--- config.mk ---
export PLATFORM = sky130hd
export DESIGN_NAME = serial_subtractor
export DESIGN_NICKNAME = d
export VERILOG_FILES = /design/src/rtl/serial_subtractor_pkg.sv /design/src/rtl/serial_subtractor_fullsubtractor1bit.sv /design/src/rtl/serial_subtractor.sv
export SDC_FILE = /design/constraint.sdc
export NUM_CORES = 1
export LEC_CHECK = 0
export CORE_MARGIN = 8
export CORE_UTILIZATION = 42
export DETAILED_ROUTE_END_ITERATION = 12
export GPL_TIMING_DRIVEN = 0
export PLACE_DENSITY = 0.72
export REMOVE_ABC_BUFFERS = 1
export SKIP_LAST_GASP = 1
export SLEW_MARGIN = 0
export SYNTH_ARGS = -nofsm -noshare
export SYNTH_HDL_FRONTEND = slang
export SYNTH_SLANG_ARGS = --single-unit
--- constraint.sdc ---
create_clock -name clk -period 1.3 [get_ports clk]
set_input_delay 0.13 -clock clk [delete_from_list [all_inputs] [get_ports clk]]
set_output_delay 0.13 -clock clk [all_outputs]
set_load 0.01 [all_outputs]
--- src/rtl/serial_subtractor_pkg.sv ---
// serial_subtractor_pkg
//   Shared definitions for the bit-serial subtractor: FSM state type,
//   default operand width and the bit-counter width rule.
package serial_subtractor_pkg;

  localparam int DEFAULT_WIDTH = 4;

  typedef enum logic [1:0] {
    ST_IDLE  = 2'd0,
    ST_SHIFT = 2'd1,
    ST_DONE  = 2'd2
  } state_t;

  // The counter must be able to hold WIDTH itself.
  function automatic int cnt_width(input int width);
    return $clog2(width + 1);
  endfunction

  localparam int DEFAULT_CNT_W = cnt_width(DEFAULT_WIDTH);

endpackage

--- src/rtl/serial_subtractor_fullsubtractor1bit.sv ---
// FullSubtractor1Bit
//   Purely combinational 1-bit full subtractor.
//   Ports:
//     A, B  : minuend / subtrahend bit
//     Bin   : borrow in
//     Diff  : difference bit
//     Bout  : borrow out
module FullSubtractor1Bit (
  input  logic A,
  input  logic B,
  input  logic Bin,
  output logic Diff,
  output logic Bout
);

  assign Diff = A ^ B ^ Bin;
  assign Bout = (~A & B) | (~(A ^ B) & Bin);

endmodule

--- src/rtl/serial_subtractor.sv ---
// serial_subtractor
//   Bit-serial unsigned subtractor: Diff = (A - B) mod 2^WIDTH, one bit per
//   clock, LSB first, through a single shared full-subtractor cell.
//   Optional signed overflow output enabled by macro SERIAL_SUB_OVERFLOW_EN.
//   Ports:
//     clk    : clock, rising edge
//     rst    : synchronous active-high reset
//     start  : request, sampled only in IDLE
//     A, B   : operands, index 0 = LSB
//     Diff   : registered result, index 0 = LSB
//     Bout   : registered final borrow (A < B unsigned)
//     busy   : high while shifting
//     done   : one-cycle pulse, results valid from this cycle
//     Ovf    : signed overflow (only with SERIAL_SUB_OVERFLOW_EN)
//
//   state    | meaning
//   ---------+-----------------------------------------------
//   ST_IDLE  | waiting for start; results hold
//   ST_SHIFT | one operand bit processed per cycle
//   ST_DONE  | results loaded, done pulse issued next cycle
module serial_subtractor
  import serial_subtractor_pkg::*;
#(
  parameter int WIDTH = DEFAULT_WIDTH
) (
  input  logic             clk,
  input  logic             rst,
  input  logic             start,
  input  logic [0:WIDTH-1] A,
  input  logic [0:WIDTH-1] B,
  output logic [0:WIDTH-1] Diff,
  output logic             Bout,
  output logic             busy,
  output logic             done
`ifdef SERIAL_SUB_OVERFLOW_EN
  ,
  output logic             Ovf
`endif
);

  localparam int CNT_W = cnt_width(WIDTH);

  state_t             state_q, state_d;
  logic [WIDTH-1:0]   a_sr_q, a_sr_d;
  logic [WIDTH-1:0]   b_sr_q, b_sr_d;
  logic [WIDTH-1:0]   diff_sr_q, diff_sr_d;
  logic               borrow_q, borrow_d;
  logic [CNT_W-1:0]   cnt_q, cnt_d;
  logic [WIDTH-1:0]   diff_q, diff_d;
  logic               bout_q, bout_d;
  logic               done_q, done_d;
  logic               fs_diff, fs_bout;
`ifdef SERIAL_SUB_OVERFLOW_EN
  logic               a_msb_q, a_msb_d;
  logic               b_msb_q, b_msb_d;
  logic               ovf_q, ovf_d;
`endif

  FullSubtractor1Bit u_fs (
    .A    (a_sr_q[0]),
    .B    (b_sr_q[0]),
    .Bin  (borrow_q),
    .Diff (fs_diff),
    .Bout (fs_bout)
  );

  always_comb begin
    state_d   = state_q;
    a_sr_d    = a_sr_q;
    b_sr_d    = b_sr_q;
    diff_sr_d = diff_sr_q;
    borrow_d  = borrow_q;
    cnt_d     = cnt_q;
    diff_d    = diff_q;
    bout_d    = bout_q;
    done_d    = 1'b0;
`ifdef SERIAL_SUB_OVERFLOW_EN
    a_msb_d   = a_msb_q;
    b_msb_d   = b_msb_q;
    ovf_d     = ovf_q;
`endif
    case (state_q)
      ST_IDLE: begin
        if (start) begin
          // Port index 0 is the LSB; shift registers keep it at bit 0.
          for (int i = 0; i < WIDTH; i++) begin
            a_sr_d[i] = A[i];
            b_sr_d[i] = B[i];
          end
          diff_sr_d = '0;
          borrow_d  = 1'b0;
          cnt_d     = '0;
          state_d   = ST_SHIFT;
`ifdef SERIAL_SUB_OVERFLOW_EN
          a_msb_d   = A[WIDTH-1];
          b_msb_d   = B[WIDTH-1];
`endif
        end
      end
      ST_SHIFT: begin
        a_sr_d    = a_sr_q >> 1;
        b_sr_d    = b_sr_q >> 1;
        // Result bits enter at the top so the LSB ends at bit 0 after WIDTH shifts.
        diff_sr_d = {fs_diff, diff_sr_q[WIDTH-1:1]};
        borrow_d  = fs_bout;
        cnt_d     = cnt_q + 1'b1;
        if (cnt_q == CNT_W'(WIDTH - 1)) begin
          state_d = ST_DONE;
        end
      end
      ST_DONE: begin
        diff_d  = diff_sr_q;
        bout_d  = borrow_q;
        done_d  = 1'b1;
        state_d = ST_IDLE;
`ifdef SERIAL_SUB_OVERFLOW_EN
        ovf_d   = (a_msb_q ^ b_msb_q) & (a_msb_q ^ diff_sr_q[WIDTH-1]);
`endif
      end
      default: state_d = ST_IDLE;
    endcase
  end

  always_ff @(posedge clk) begin
    if (rst) begin
      state_q   <= ST_IDLE;
      a_sr_q    <= '0;
      b_sr_q    <= '0;
      diff_sr_q <= '0;
      borrow_q  <= 1'b0;
      cnt_q     <= '0;
      diff_q    <= '0;
      bout_q    <= 1'b0;
      done_q    <= 1'b0;
`ifdef SERIAL_SUB_OVERFLOW_EN
      a_msb_q   <= 1'b0;
      b_msb_q   <= 1'b0;
      ovf_q     <= 1'b0;
`endif
    end else begin
      state_q   <= state_d;
      a_sr_q    <= a_sr_d;
      b_sr_q    <= b_sr_d;
      diff_sr_q <= diff_sr_d;
      borrow_q  <= borrow_d;
      cnt_q     <= cnt_d;
      diff_q    <= diff_d;
      bout_q    <= bout_d;
      done_q    <= done_d;
`ifdef SERIAL_SUB_OVERFLOW_EN
      a_msb_q   <= a_msb_d;
      b_msb_q   <= b_msb_d;
      ovf_q     <= ovf_d;
`endif
    end
  end

  always_comb begin
    Diff = '0;
    for (int i = 0; i < WIDTH; i++) begin
      Diff[i] = diff_q[i];
    end
  end

  assign Bout = bout_q;
  assign busy = (state_q == ST_SHIFT);
  assign done = done_q;
`ifdef SERIAL_SUB_OVERFLOW_EN
  assign Ovf  = ovf_q;
`endif

endmodule
==> impl_metrics.toml <==
[clock_network]
cts_tree = "done"
cts.sink_count = 24
h-tree-depth = 1
cts_root_buf = "clkbuf_4"
cts_buffers = 3
hold_buffers = 0
path_clk_slew_ns = 0.12
cts_buffer_depth = 2
clock_latency_ns = 0.32

[floorplanning]
io_pins = 18
rows = 17
start_util_pct = 44.7
die-area_sq_um = 4160
fp.dieW_um = 64.5
core_sq_um = 2210
dieHeight_um = 64.5

[setup_path]
path_max_fanout = 14
critPathRequiredTime_ns = 1.51
worstRegToRegCells = 4
critical_path.top_delay_family = "buffers and inverters"
cp-end-kind = "flop"
rrSetupSlack_ns = 0.08
cp_slowest_stage_delay_ns = 0.77
cp_cell_sequence = "clkdlybuf4s50_1, o21ba_4, a22o_1"
r2r-end = "diff_sr_q[2]$_SDFFE_PP0P_"
crit_slowest_cell = "clkdlybuf4s50_1"
cp.buffers_inverters = 1
r2r-start = "state_q[0]$_SDFFE_PP0P_"
arrival_ns = 1.44
critical_path_class = "in -> reg"
start_kind = "input port"

[finish]
fin_area_sq_um = 1210
antennaDiodeCount = 0
syn_to_final_growth_pct = 22.7
final_net_count = 128
final_cells = 141
drive_gt1_share_pct = 10.6

[job]
drv_cap = 0

[grt]
grt_usage_pct = 9.31
overflow = 0
grt_max_degree = 18
antenna_found_initial = 0
grt_pass1_vias = 739
grt_pass1_wl_mm = 3.17

[drt]
vias = 746
firstDrtPassIters = 6
via_per_inst = 5.29
first_iter_violations = 12
ant_nets = 0
drc = 0
wl_per_cell_um = 12.8
wirelength_mm = 1.80

[sta]
hold_ws_ns = 0.401
hold_violations = 0
post-route-min-period_ns = 1.22
finalClockSkew_ns = 0.0147
worst_pin_slew_ns = 0.489
slew_violations = 0
max_freq_mhz = 817
fin_setup_tns_ns = 0
max_slew_margin_pct = 67.3
setup_viol = 0
fin_crit_sh_pct = 94.1
rsz0062_at_grt = "no"

[pwr]
combPwrFrac_pct = 9.4
power_mw = 1.44
p_int_mw = 1.14
p_sw_uw = 295
peakVddDrop_uv = 1210
switching_share_pct = 20.6
power.density_nw_per_um2 = 1180
p_leak_nw = 0.524
p_seq_share_pct = 53.7
clock_power_share_pct = 37.0

[synthesis]
ys_types = 21
synthFlopType = "dfxtp_1"
yosysSeqAreaShare_pct = 48.6
yosys_register_bits = 24
synth_edf_count = 0
synth_cells = 98
ys_async_sr_fraction_pct = 0
synth.cell_area_sq_um = 988
yosysTopAreaCellShare_pct = 48.6
netlist_top_cells_area = "dfxtp_1 49%, a22o_1 9.7%, mux2i_1 6.1%, o21ai_0 4.6%, nand2_1 4.6%"
synth-warning-count = 0
synth.avg_cell_area_sq_um = 10.1
synth_top_area_cell = "dfxtp_1"

[worst_hold_path]
hold_depth = 3
hold_start = "A[3]"
min-delay-path-class = "in -> reg"
hold_end = "a_sr_q[3]$_SDFFE_PP0P_"

[placement]
dpl-instance-area_sq_um = 1140
dp_hpwl_mm = 1.30
placed_cells = 136
io_buffers = 17
globalplace.congestion = 0.757

[outcome]
status = "finished, final reports clean"
## sequential cells by signal, indices dropped and copies added, names as in the netlist
register	count
diff_q	4
a_sr_q	4
diff_sr_q	4
borrow_q	1
Bout	1
cnt_q	3
state_q	2
b_sr_q	4
done	1
## power by group through the flow
stage / sequential (mW) / combinational (mW) / clock [mW]
5_1_grt: 0.775 / 0.149 / 0.581
4_1_cts: 0.772 / 0.132 / 0.545
2_1_floorplan: 0.792 / 0.0628 / 0
6_report: 0.770 / 0.134 / 0.531
3_5_place_dp: 0.798 / 0.120 / 0
3_3_place_gp: 0.797 / 0.118 / 0
## area by class of cell
class | count | area, sq um
well taps | 28 | 35.0
fillers | 214 | 1000
flip-flops and latches | 24 | 488
multi-input cells | 64 | 457
clock buffers | 3 | 22.5
clock inverters | 1 | 30.0
inverters | 3 | 11.3
repair buffers | 18 | 169
## Yosys cell counts (2+ instances only)
| cell | instances |
|---|---|
| a21oi_1 | 3 |
| a22o_1 | 11 |
| buf_2 | 3 |
| buf_6 | 3 |
| dfxtp_1 | 24 |
| ha_1 | 2 |
| inv_1 | 3 |
| mux2i_1 | 6 |
| nand2_1 | 12 |
| nand2b_1 | 3 |
| nand4bb_1 | 2 |
| nor2_1 | 8 |
| o21ai_0 | 9 |
| o2bb2ai_1 | 2 |
## worst max path at each step
stage,startpoint,to,slack [ns],depth (start not counted)
CTS,state_q[1]$_SDFFE_PP0P_,busy,-0.03,2
finish,rst,diff_sr_q[2]$_SDFFE_PP0P_,0.08,3
detailed placement,state_q[0]$_SDFFE_PP0P_,busy,-0.34,2
global placement,state_q[0]$_SDFFE_PP0P_,busy,-0.35,2
floorplan,state_q[0]$_SDFFE_PP0P_,diff_sr_q[0]$_SDFFE_PP0P_,0.03,3
global route,rst,a_sr_q[1]$_SDFFE_PP0P_,0.03,3
## cell usage in the layout (no fill, tap or decap), drive strengths merged
master and instances:
dfxtp 24, a22o 11, clkdlybuf4s50 10, o21ba 1, nor2b 1, dlygate4sd2 6, fa 1, buf 1
nand2 12, bufinv 1, a21oi 3, o21ai 9, nor2 9, inv 3, mux2i 6, nor3 1
o2bb2ai 2, nand4bb 2, and2b 1, nand2b 3, ha 2, clkbuf 4
## worst reg2reg max path, cell delays in order (launching register included)
cell and delay [ns]:
dfxtp_4 0.37, buf_6 0.16, nor2_4 0.06, o21ba_4 0.27, a22o_1 0.25
## layer usage
metal | share of wire (%) | GRT usage [%]
met1 | 44 | 9.99
met2 | 51 | 16.1
met3 | 4.6 | 3.78
met4 | 0.78 | 3.27
met5 | 0 | 0
## metrics by stage
step,util [%],worst slack [ns]
after detailed placement,51.6,-0.344
after CTS,54.2,-0.0288
after global routing,54.8,0.0318
after floorplan,-,0.0250
after global placement,51.6,-0.353
final,54.8,0.0767
## logic make-up (layout without fill, tap and decap cells)
family                     count (synthesis)  count (layout)  share of synthesized area (%)
AOI/OAI and AO/OA                         26              26                           19.2
buffers and inverters                     10              25                           6.45
adders and majority gates                  3               3                           4.56
DFF                                       24              24                           48.6
and+or+nand+nor                           29              29                           15.1
muxes                                      6               6                           6.08
## what timing repair did
item,in CTS,in global routing
setup buffers,1,0
gates resized for setup,11,6
hold endpoints to repair,0,0
pin swaps,0,0
endpoints found under the setup margin,25,3
(Power assumes the default switching activity.)
